File: src/rtl/mult_arbiter.sv
// -----------------------------------------------------------------------------
// mult_arbiter
//   Shares one shift-add multiplier between N_REQ requesters. A round-robin
//   arbiter picks a requester and latches its operands into mult_a/mult_b. The
//   block then pulses mult_start and waits for mult_ready. It hands the product
//   back to the winner as result, together with a one-cycle done pulse.
//
//   Job timeline (cycle 0 = the IDLE cycle in which the grant is made):
//     0 IDLE -> 1 START -> 2..WIDTH+2 RUN -> WIDTH+3 DONE -> IDLE
//
// Ports
//   clock, n_reset  rising-edge clock, asynchronous active-low reset
//   req             per-requester request, held with stable operands until done
//   a_in, b_in      packed operands, requester i at [i*WIDTH +: WIDTH]
//   done            one-cycle completion pulse to the granted requester
//   result          product of the last completed job, held until the next one
//   grant_id        index of the current or last granted requester
//   busy            high in START, RUN and DONE
//   mult_start      start pulse to the multiplier sequencer
//   mult_a, mult_b  latched operands to the multiplier datapath
//   mult_ready      sequencer ready; product is valid while it is high
//   mult_product    datapath product
// -----------------------------------------------------------------------------
module mult_arbiter #(
  parameter int N_REQ = 2,
  parameter int WIDTH = 4
) (
  input  logic                       clock,
  input  logic                       n_reset,
  input  logic [N_REQ-1:0]           req,
  input  logic [N_REQ*WIDTH-1:0]     a_in,
  input  logic [N_REQ*WIDTH-1:0]     b_in,
  output logic [N_REQ-1:0]           done,
  output logic [2*WIDTH-1:0]         result,
  output logic [$clog2(N_REQ)-1:0]   grant_id,
  output logic                       busy,
  output logic                       mult_start,
  output logic [WIDTH-1:0]           mult_a,
  output logic [WIDTH-1:0]           mult_b,
  input  logic                       mult_ready,
  input  logic [2*WIDTH-1:0]         mult_product
);

  localparam int IDW = $clog2(N_REQ);

  typedef enum logic [1:0] {
    S_IDLE,
    S_START,
    S_RUN,
    S_DONE
  } state_e;

  state_e             state_q, state_d;
  logic [IDW-1:0]     grant_q, grant_d;
  logic [IDW-1:0]     ptr_q, ptr_d;
  logic               mask_q, mask_d;
  logic [WIDTH-1:0]   a_q, a_d;
  logic [WIDTH-1:0]   b_q, b_d;
  logic [2*WIDTH-1:0] result_q, result_d;

  // Arbitration results
  logic [N_REQ-1:0]   req_eff;
  logic               win_found;
  logic [IDW-1:0]     win_id;
  logic [IDW:0]       cand;

  // Round-robin search: first eligible request strictly after the pointer,
  // wrapping modulo N_REQ. One extra bit on cand keeps ptr+k from overflowing.
  always_comb begin
    // NOTE: every signal assigned here gets a default first, so no path can
    // leave it unassigned and infer a latch.
    req_eff   = req;
    win_found = 1'b0;
    win_id    = '0;
    cand      = '0;
    // The just-serviced requester gets one IDLE cycle to drop its request.
    if (mask_q) begin
      req_eff[grant_q] = 1'b0;
    end
    for (int k = 1; k <= N_REQ; k++) begin
      cand = {1'b0, ptr_q} + (IDW+1)'(k);
      if (cand >= (IDW+1)'(N_REQ)) begin
        cand = cand - (IDW+1)'(N_REQ);
      end
      if (!win_found && req_eff[cand[IDW-1:0]]) begin
        win_found = 1'b1;
        win_id    = cand[IDW-1:0];
      end
    end
  end

  // Next-state logic
  always_comb begin
    state_d  = state_q;
    grant_d  = grant_q;
    ptr_d    = ptr_q;
    mask_d   = mask_q;
    a_d      = a_q;
    b_d      = b_q;
    result_d = result_q;

    unique case (state_q)
      S_IDLE: begin
        // The mask lives for exactly one IDLE cycle, grant or no grant.
        mask_d = 1'b0;
        if (win_found) begin
          grant_d = win_id;
          a_d     = a_in[win_id*WIDTH +: WIDTH];
          b_d     = b_in[win_id*WIDTH +: WIDTH];
          state_d = S_START;
        end
      end
      S_START: begin
        state_d = S_RUN;
      end
      S_RUN: begin
        if (mult_ready) begin
          result_d = mult_product;
          state_d  = S_DONE;
        end
      end
      S_DONE: begin
        ptr_d   = grant_q;
        mask_d  = 1'b1;
        state_d = S_IDLE;
      end
      default: begin
        state_d = S_IDLE;
      end
    endcase
  end

  // State register
  always_ff @(posedge clock or negedge n_reset) begin
    if (!n_reset) begin
      state_q  <= S_IDLE;
      grant_q  <= '0;
      ptr_q    <= IDW'(N_REQ - 1);
      mask_q   <= 1'b0;
      a_q      <= '0;
      b_q      <= '0;
      result_q <= '0;
    end else begin
      // NOTE: non-blocking assignments make every register update from the
      // values present before the edge, independent of statement order.
      state_q  <= state_d;
      grant_q  <= grant_d;
      ptr_q    <= ptr_d;
      mask_q   <= mask_d;
      a_q      <= a_d;
      b_q      <= b_d;
      result_q <= result_d;
    end
  end

  // Outputs decode from registers only, so no input reaches an output
  // combinationally.
  always_comb begin
    done = '0;
    if (state_q == S_DONE) begin
      done[grant_q] = 1'b1;
    end
  end

  assign busy       = (state_q != S_IDLE);
  assign mult_start = (state_q == S_START);
  assign mult_a     = a_q;
  assign mult_b     = b_q;
  assign result     = result_q;
  assign grant_id   = grant_q;

endmodule

File: config.mk
export PLATFORM = sky130hd
export DESIGN_NAME = mult_arbiter
export DESIGN_NICKNAME = d
export VERILOG_FILES = /design/src/rtl/mult_arbiter.sv
export SDC_FILE = /design/constraint.sdc
export NUM_CORES = 1
export LEC_CHECK = 0
export CORE_ASPECT_RATIO = 2
export CORE_MARGIN = 2
export CORE_UTILIZATION = 25
export CTS_BUF_LIST = sky130_fd_sc_hd__clkbuf_4 sky130_fd_sc_hd__clkbuf_8
export CTS_CLUSTER_SIZE = 28
export DETAILED_ROUTE_END_ITERATION = 12
export PLACE_DENSITY_LB_ADDON = 0.1
export SYNTH_ARGS = -nofsm -noshare
export SYNTH_HDL_FRONTEND = slang
export SYNTH_SLANG_ARGS = --single-unit
export TNS_END_PERCENT = 5
File: constraint.sdc
create_clock -name clock -period 2.1 [get_ports clock]
set_input_delay 0.63 -clock clock [delete_from_list [all_inputs] [get_ports clock]]
set_output_delay 0.63 -clock clock [all_outputs]
set_load 0.02 [all_outputs]
=== Yosys cells after proc, flatten, opt, wreduce, memory -nomap -nowiden ===
Cells that the tools add are included.

* Register bits after elaboration: 21
* Bits of input ports: 29
* Output and inout bits: 21
* Word-level logic and storage cells: 53

* $add $sub $neg: 4
* Order comparisons: 6
* Eq/ne operators: 5
* Shift-type cells: 2
* Mux-type cells: 18
* Bitwise operators: 2
* Reductions and logical operators: 9

{| class="wikitable"
|+ Operators by type and width
! cell !! number
|-
| 8-bit by 4-bit variable part select with 4-bit output || 2
|-
| 1-bit two-way mux || 11
|-
| 2-bit two-way mux || 4
|-
| 2-bit case mux with 4 select lines || 1
|-
| 1-bit by 2-bit less-than comparator with 1-bit output (second input constant) || 3
|-
| 2-bit AND reduction || 3
|-
| 2-bit == test (second input constant) || 2
|-
| 2-bit greater-or-equal comparator (second input constant) || 2
|-
| 2-bit != test (second input constant) || 2
|-
| 2-bit nonzero test || 2
|-
| 1-bit by 1-bit adder with 2-bit output (second input constant) || 1
|-
| 1-bit by 2-bit adder with 2-bit output (second input constant) || 1
|-
| 2-bit AND || 1
|-
| 2-bit by 1-bit == test with 1-bit output (second input constant) || 1
|-
| 1-bit logical AND || 2
|-
| 2-bit logical NOT || 1
|-
| 2-bit NOT || 1
|-
| 1-bit case mux with 2 select lines || 1
|-
| 1-bit subtractor (second input constant) || 2
|-
| 1-bit demux with 1-bit select || 1
|-
| 1-bit greater-or-equal comparator (second input constant) || 1
|-
| 1-bit logical NOT || 1
|}

=== Depth between registers and ports, before layout ===
Gate-level depths: netlist of run 1.

* Depth after elaboration: 15
* Depth in mapped cells: 6
* Gate-level depth less buffers: 6

=== Worst setup path before layout of run 1 ===
No wires, ideal clock.

* Kind: input to register
* Start: input req[0]
* End: register a_q[0] (netlist: mult_a[0])
* Library setup time: 0.125 ns
* Data arrival time: 1.571 ns
* Required time: 1.975 ns
* Path slack: 0.404 ns
* Stages on the path: 4
* Buffers on the path: 0
* Cell sequence: nand2_1 o211ai_4 mux2_2 mux2_2

* Cells in the longest elaborated chain, start to end: 9
* Elaborated cells on any way between the ends: 14
* Classes of those cells: shift: 1; mux: 9; bitwise: 1; reduce/logical: 3

{| class="wikitable"
|+ Ends and longest elaborated chain
! what !! line !! text
|-
| from (decl) || 30 || <nowiki>input logic [N_REQ-1:0] req,</nowiki>
|-
| 2-bit AND (no line) || - ||
|-
| 2-bit two-way mux (*) || 77 || <nowiki>if (mask_q) begin</nowiki>
|-
| 1-bit two-way mux (not written as such) (2 in a row) || 85 || <nowiki>if (!win_found && req_eff[cand[IDW-1:0]]) begin</nowiki>
|-
| 1-bit two-way mux || 85 ||
|-
| 1-bit logical NOT || 85 ||
|-
| 1-bit logical AND || 85 ||
|-
| 1-bit two-way mux || 85 ||
|-
| 8-bit by 4-bit variable part select with 4-bit output / 2-bit AND reduction (equally long branches) || - ||
|-
| to (signal assigned) || 140 || <nowiki>a_q <= '0;</nowiki>
|-
| to (signal assigned) || 150 || <nowiki>a_q <= a_d;</nowiki>
|-
| to (decl) || 57 || <nowiki>logic [WIDTH-1:0] a_q, a_d;</nowiki>
|}

Mark *: on every way between the ends. The rest lies on a longest branch, timed or not. The select of a mux whose other input is x is not followed.
A chain may end at the register's enable or synchronous reset.

=== Final worst setup path of run 1 ===
* Start: register state_q[0]
* End: output done[1]

* Cells in the longest elaborated chain, start to end: 2

{| class="wikitable"
|+ Ends and longest elaborated chain
! what !! line !! text
|-
| from (decl) || 53 || <nowiki>state_e state_q, state_d;</nowiki>
|-
| from (signal assigned) || 146 || <nowiki>state_q <= state_d;</nowiki>
|-
| 2-bit == test || 160 || <nowiki>if (state_q == S_DONE) begin</nowiki>
|-
| 2-bit two-way mux || 160 ||
|-
| to (decl) || 33 || <nowiki>output logic [N_REQ-1:0] done,</nowiki>
|}

Every way passes these cells.

==> out/results.tsv, run 1 <==
stage	metric	value	unit
outcome	status	finished clean	
yosys	synth_nets	104	
placement	dp_hpwl	1900	µm
drt	drc_errors	0	
yosys	syn_inst	71	
drt	viasPerCell	4.28	
drt	postRouteAntennaNets	0	
finish	area_growth	66.1	%
sta	setup_viol	0	
critical_path	cp.arrival	1.41	ns
sta	fmax	490	MHz
yosys	synth_area	1010	µm²
sta	min_period	2.04	ns
floorplan	floorplan.die_area	4620	µm²
cts	clk_pin_slew	0.08	ns
finish	nets	166	
sta	finalHoldViolCount	0	
sta	hold_slack	0.511	ns
critical_path	crit_path_start_kind	flop	
global_route	gr-total-overflow	0	
critical_path	crit_type	reg2out	
placement	place_congestion	0.737	
hold_path	hold_path.class	reg2reg	
finish	drive_above_1_share	0.364	
cts	clock_sink_count	21	
floorplan	core	3880	µm²
finish	antenna_cells	0	
finish	final_cells	183	
critical_path	cp.required	1.47	ns
cts	postCtsHoldBufs	0	
cts	root_buffer	clkbuf_8	
global_route	antenna_found_initial	0	
cts	cts_buffers	3	
floorplan	die_h	94.1	µm
global_route	grt_pass1_vias	853	
critical_path	endpoint_kind	output pin	
placement	place_inst	178	
floorplan	num_io_pins	50	
floorplan	rows	32	
sta	slew_headroom	0.759	
yosys	synth.distinct_cells	19	
global_route	grt_pass1_wl	3960	µm
sta	finalMaxSlewViolations	0	
floorplan	die_w	49.1	µm
sta	fin_skew	0.00455	ns
cts	cts_tree	built	
cts	htreeDepth	1	
drt	routedWlPerCell	12.9	µm
drt	drt_first_pass_iters	4	
cts	insertion_delay	0.26	ns
placement	io_buffers	49	
yosys	avgSynthCellArea	14.3	µm²
pwr	power_density	1410	nW/µm²
critical_path	worstPathMaxFanout	4	
floorplan	initial_utilization	0.261	
yosys	ys_warn_count	0	
drt	wl	2360	µm
global_route	grt_max_degree	22	
sta	rsz0062_at_grt	no	
global_route	grt_usage	0.113	
pwr	ir_drop	657	µV
sta	worst_pin_slew	0.360	ns
drt	drt-initial-drc-count	6	
cts	clock_path_buffers	2	
yosys	synth-seq-area-share	0.519	
job	cap_violations	0	
yosys	yosys_register_bits	21	
drt	via_count	784	
sta	finalCritPeriodShare	0.971	
pwr	leakage	0.707	nW
==> repair_timing <==
action / in CTS / in global routing
gates resized for setup: 5 / 0
setup endpoints to repair: 4 / 2
buffers inserted: 0 / 1
==> flip-flops by register name (all words and copies together), names as in the netlist <==
register	flops
result	8
mult_a	4
mult_b	4
state_q	2
grant_id	1
mask_q	1
ptr_q	1
==> kinds of logic after synthesis <==
family | share of synthesized area
muxes | 0.300
and+or+nand+nor | 0.0469
AOI/OAI and AO/OA | 0.0703
DFF | 0.519
buffers and inverters | 0.0148
adders and majority gates | 0.0493
==> report_power, final <==
| group | switching [mW] | internal (mW) |
|---|---|---|
| sequential | 0.122 | 0.618 |
| clock | 0.133 | 0.132 |
| combinational | 0.597 | 0.769 |
==> critical path, cell delays in order, from the launching register on <==
cell           delay (ns)
dfrtp_1              0.42
ha_2                 0.23
and2_2               0.19
dlygate4sd2_1        0.31
==> cells in the mapped netlist, drive strengths merged <==
| cell type | count | area, µm² |
|---|---|---|
| ha | 4 | 50.1 |
| dfrtp | 20 | 500 |
| o22a | 1 | 8.76 |
| o21ai | 2 | 10.0 |
| and2 | 1 | 7.51 |
| a221oi | 1 | 15.0 |
| a21oi | 1 | 8.76 |
| nand2b | 1 | 6.26 |
| and2b | 1 | 8.76 |
| dfstp | 1 | 26.3 |
| o31ai | 1 | 7.51 |
| mux2 | 27 | 304 |
| o211ai | 1 | 21.3 |
| nand2 | 3 | 13.8 |
| inv | 4 | 15.0 |
| nor3 | 1 | 5.00 |
| nor2 | 1 | 6.26 |
==> cell type report <==
cell class                      count  area (µm²)
Clock buffer                        3        41.3
Inverter                            4        15.0
Fill cell                         401        2200
Multi-Input combinational cell     46         475
Clock inverter                      1        5.00
Tap cell                           51        63.8
Sequential cell                    21         527
Timing Repair Buffer               57         558
==> per-layer routing <==
layer	track usage	up-vias	wire length, µm
met5	0	-	0
met4	0.0643	0	54
met3	0.0207	6	104
met2	0.212	26	1360
met1	0.112	377	849
li1	-	375	-
==> final timing paths <==
path,start,slack [ns],cells after the start,to
max in group asynchronous,n_reset,1.11,2,ptr_q
hold reg to reg,result[4],0.51,1,result[4]
hold / removal,result[4],0.51,1,result[4]
setup / recovery,state_q[0],0.06,3,done[1]
min in group asynchronous,n_reset,0.70,2,result[3]
setup reg to reg,ptr_q,0.40,4,mult_b[1]
==> metrics by stage <==
step / cell area, µm² / utilization / TNS, ns / power, mW / setup slack [ns]
final: 1690 / 0.434 / 0 / 2.37 / 0.0600
after global routing: 1690 / 0.434 / 0 / 2.54 / 0.00212
after CTS: 1680 / 0.432 / 0 / 2.41 / 0.0354
after detailed placement: 1630 / 0.421 / -1.82 / 2.15 / -0.231
after global placement: 1630 / 0.421 / -1.53 / 2.13 / -0.197
after floorplan: 1010 / - / 0 / 1.49 / 0.404
==> layout by cell type (no fill, tap or decap), types with 2 or more instances in the layout <==
cell	instances
buf_4	7
clkbuf_8	3
clkdlybuf4s50_1	45
dfrtp_1	20
dlygate4sd2_1	4
ha_1	3
inv_1	4
mux2_2	27
nand2_1	2
Note: power is estimated with default switching activity, not from simulation.
==> inputs of run 2 (changes only) <==
--- a/config.mk
+++ b/config.mk
@@ -12,6 +12,7 @@
 export CTS_CLUSTER_SIZE = 28
 export DETAILED_ROUTE_END_ITERATION = 12
 export PLACE_DENSITY_LB_ADDON = 0.1
+export SLEW_MARGIN = 20
 export SYNTH_ARGS = -nofsm -noshare
 export SYNTH_HDL_FRONTEND = slang
 export SYNTH_SLANG_ARGS = --single-unit
==> constraint.sdc (replaced) <==
create_clock -name clock -period 1.8 [get_ports clock]
set_input_delay 0.54 -clock clock [delete_from_list [all_inputs] [get_ports clock]]
set_output_delay 0.54 -clock clock [all_outputs]
set_load 0.02 [all_outputs]
==> run 2 against run 1 <==
Effect of this change:
- die area unchanged
- worst setup slack got worse by 0.018 ns
- register-to-register slack got worse by 0.31 ns
- critical path depth unchanged
- sequential power increased by 18%
- global-route usage about the same
- final cell count increased by 3.8%
- clock power increased by 14%
- flip-flop and latch count unchanged
- critical path type unchanged
- largest cell class unchanged
- largest power group unchanged
==> out/results.tsv, run 2 (synthesis results as in run 1) <==
stage	metric	value	unit	change
job	cap_violations	0		unchanged
critical_path	cp.arrival	1.22	ns	-0.19 ns
finish	drive_above_1_share	0.446		+0.0824
floorplan	floorplan.die_area	4620	µm²	unchanged
sta	min_period	1.76	ns	
pwr	ir_drop	786	µV	+20%
hold_path	hold_path.class	reg2reg		
critical_path	crit_type	reg2out		
critical_path	slowest_delay	0.44	ns	+0.02 ns
finish	antenna_cells	0		unchanged
placement	place_congestion	0.769		+4.4%
outcome	status	finished clean		
pwr	total_power	2.89	mW	+22%
floorplan	initial_utilization	0.261		unchanged
global_route	grt_usage	0.112		-0.000146
sta	fmax	569	MHz	
sta	finalHoldViolCount	0		unchanged
pwr	leakage	0.846	nW	+20%
cts	root_buffer	clkbuf_8		
critical_path	crit_path_start_kind	flop		
critical_path	cp_slowest_cell	dfrtp_2		
finish	nets	173		+4.2%
critical_path	worstPathMaxFanout	4		unchanged
global_route	grt_pass1_vias	856		+0.35%
sta	fin_ws	0.0418	ns	-0.0183 ns
sta	finalMaxSlewViolations	0		unchanged
sta	finalCritPeriodShare	0.977		
placement	dpl_cell_area	1700	µm²	+3.8%
cts	postCtsHoldBufs	0		unchanged
drt	drc_errors	0		unchanged
critical_path	cp.required	1.26	ns	-0.21 ns
sta	slew_headroom	0.817		+0.0580
floorplan	die_h	94.1	µm	unchanged
cts	cts_tree	built		
floorplan	rows	32		unchanged
sta	tns	0	ns	unchanged
floorplan	die_w	49.1	µm	unchanged
finish	final_cell_mix	clkdlybuf4s50_1 (33), mux2_2 (27), dfrtp_1 (18)		
sta	hold_slack	0.509	ns	-0.00196 ns
critical_path	cp_cell_sequence	ha_4 > and2b_2 > buf_2		
global_route	antenna_found_initial	0		unchanged
floorplan	core	3880	µm²	unchanged
finish	area_growth	78.3	%	
drt	drt-initial-drc-count	3		-3
placement	io_buffers	49		unchanged
global_route	grt_pass1_wl	4020	µm	+1.4%
cts	htreeDepth	1		unchanged
drt	drt_first_pass_iters	3		-1
floorplan	num_io_pins	50		unchanged
finish	finish.instance_area	1810	µm²	+7.3%
finish	largest_reg_flops	8		unchanged
finish	layout_commonest_cell	clkdlybuf4s50_1		
cts	cts_buffers	3		unchanged
sta	worst_pin_slew	0.275	ns	-0.0853 ns
drt	postRouteAntennaNets	0		unchanged
critical_path	endpoint_kind	output pin		
cts	clk_pin_slew	0.08	ns	about the same
drt	routedWlPerCell	12.6	µm	-2.8%
sta	setup_viol	0		unchanged
global_route	gr-total-overflow	0		unchanged
cts	clock_path_buffers	2		unchanged
pwr	power_density	1600	nW/µm²	+14%
cts	insertion_delay	0.26	ns	about the same
drt	viasPerCell	4.21		-1.7%
sta	rsz0062_at_grt	yes		
sta	fin_skew	0.00649	ns	+0.00194 ns
drt	wl	2390	µm	+0.89%
critical_path	critPathTopFamily	flip-flops		
placement	dp_slack	-0.372	ns	-0.141 ns
cts	clock_sink_count	21		unchanged
global_route	grt_max_degree	22		unchanged
drt	via_count	800		+2.0%
critical_path	path_buf_inv	1		unchanged
placement	dp_hpwl	1900	µm	about the same
run 2: timing repair:
| item | CTS | global route |
|---|---|---|
| pin swaps | 1 | 2 |
| buffers inserted | 2 | 0 |
| cloned | 1 | 0 |
| endpoints found under the setup margin | 13 | 17 |
| endpoints found under the hold margin | 0 | 0 |
| gates resized for setup | 23 | 12 |
run 2: final cells by class:
| class | count | area (µm²) |
|---|---|---|
| fill | 383 | 2070 |
| timing repair buffer | 64 | 667 |
| sequential | 21 | 529 |
| multi-input combinational | 46 | 488 |
| tap | 51 | 63.8 |
| clock buffer | 3 | 41.3 |
| inverter | 4 | 15.0 |
| clock inverter | 1 | 5.00 |
run 2: worst register-to-register path: cells and delay by family, from the launching register on:
| kind | cells | cell delay (ns) |
|---|---|---|
| buffers and inverters | 2 | 0.23 |
| AND/OR/NAND/NOR | 1 | 0.07 |
| AO/OA/AOI/OAI | 1 | 0.18 |
| multiplexers | 2 | 0.59 |
| flip-flops | 1 | 0.54 |
run 2: power by group:
| group | switching, mW | leakage, nW | total, mW | internal, mW |
|---|---|---|---|---|
| clock | 0.149 | 0.0255 | 0.302 | 0.154 |
| combinational | 0.733 | 0.574 | 1.72 | 0.983 |
| sequential | 0.149 | 0.246 | 0.875 | 0.726 |
run 2: final timing paths:
kind / depth (start not counted) / endpoint / slack, ns / start
worst max-delay path: 3 / done[0] / 0.04 / state_q[0]
worst min-delay path: 1 / result[6] / 0.51 / result[6]
worst max register to register: 6 / mult_a[3] / 0.09 / ptr_q
worst min register to register: 1 / result[6] / 0.51 / result[6]
max in group asynchronous: 2 / ptr_q / 0.90 / n_reset
min in group asynchronous: 2 / result[1] / 0.62 / n_reset
run 2: metal layers:
| metal | global-route usage | share of wire | vias up | routed length (µm) |
|---|---|---|---|---|
| li1 | - | - | 389 | - |
| met1 | 0.124 | 0.36 | 384 | 868 |
| met2 | 0.210 | 0.59 | 25 | 1410 |
| met3 | 0.0143 | 0.031 | 2 | 74 |
| met4 | 0.0500 | 0.012 | 0 | 28 |
| met5 | 0 | 0 | - | 0 |
run 2: through the flow:
| stage | utilization | instances |
|---|---|---|
| after floorplan | - | 71 |
| after global placement | 0.437 | 183 |
| after detailed placement | 0.437 | 183 |
| after CTS | 0.461 | 190 |
| after global routing | 0.466 | 190 |
| final | 0.466 | 190 |
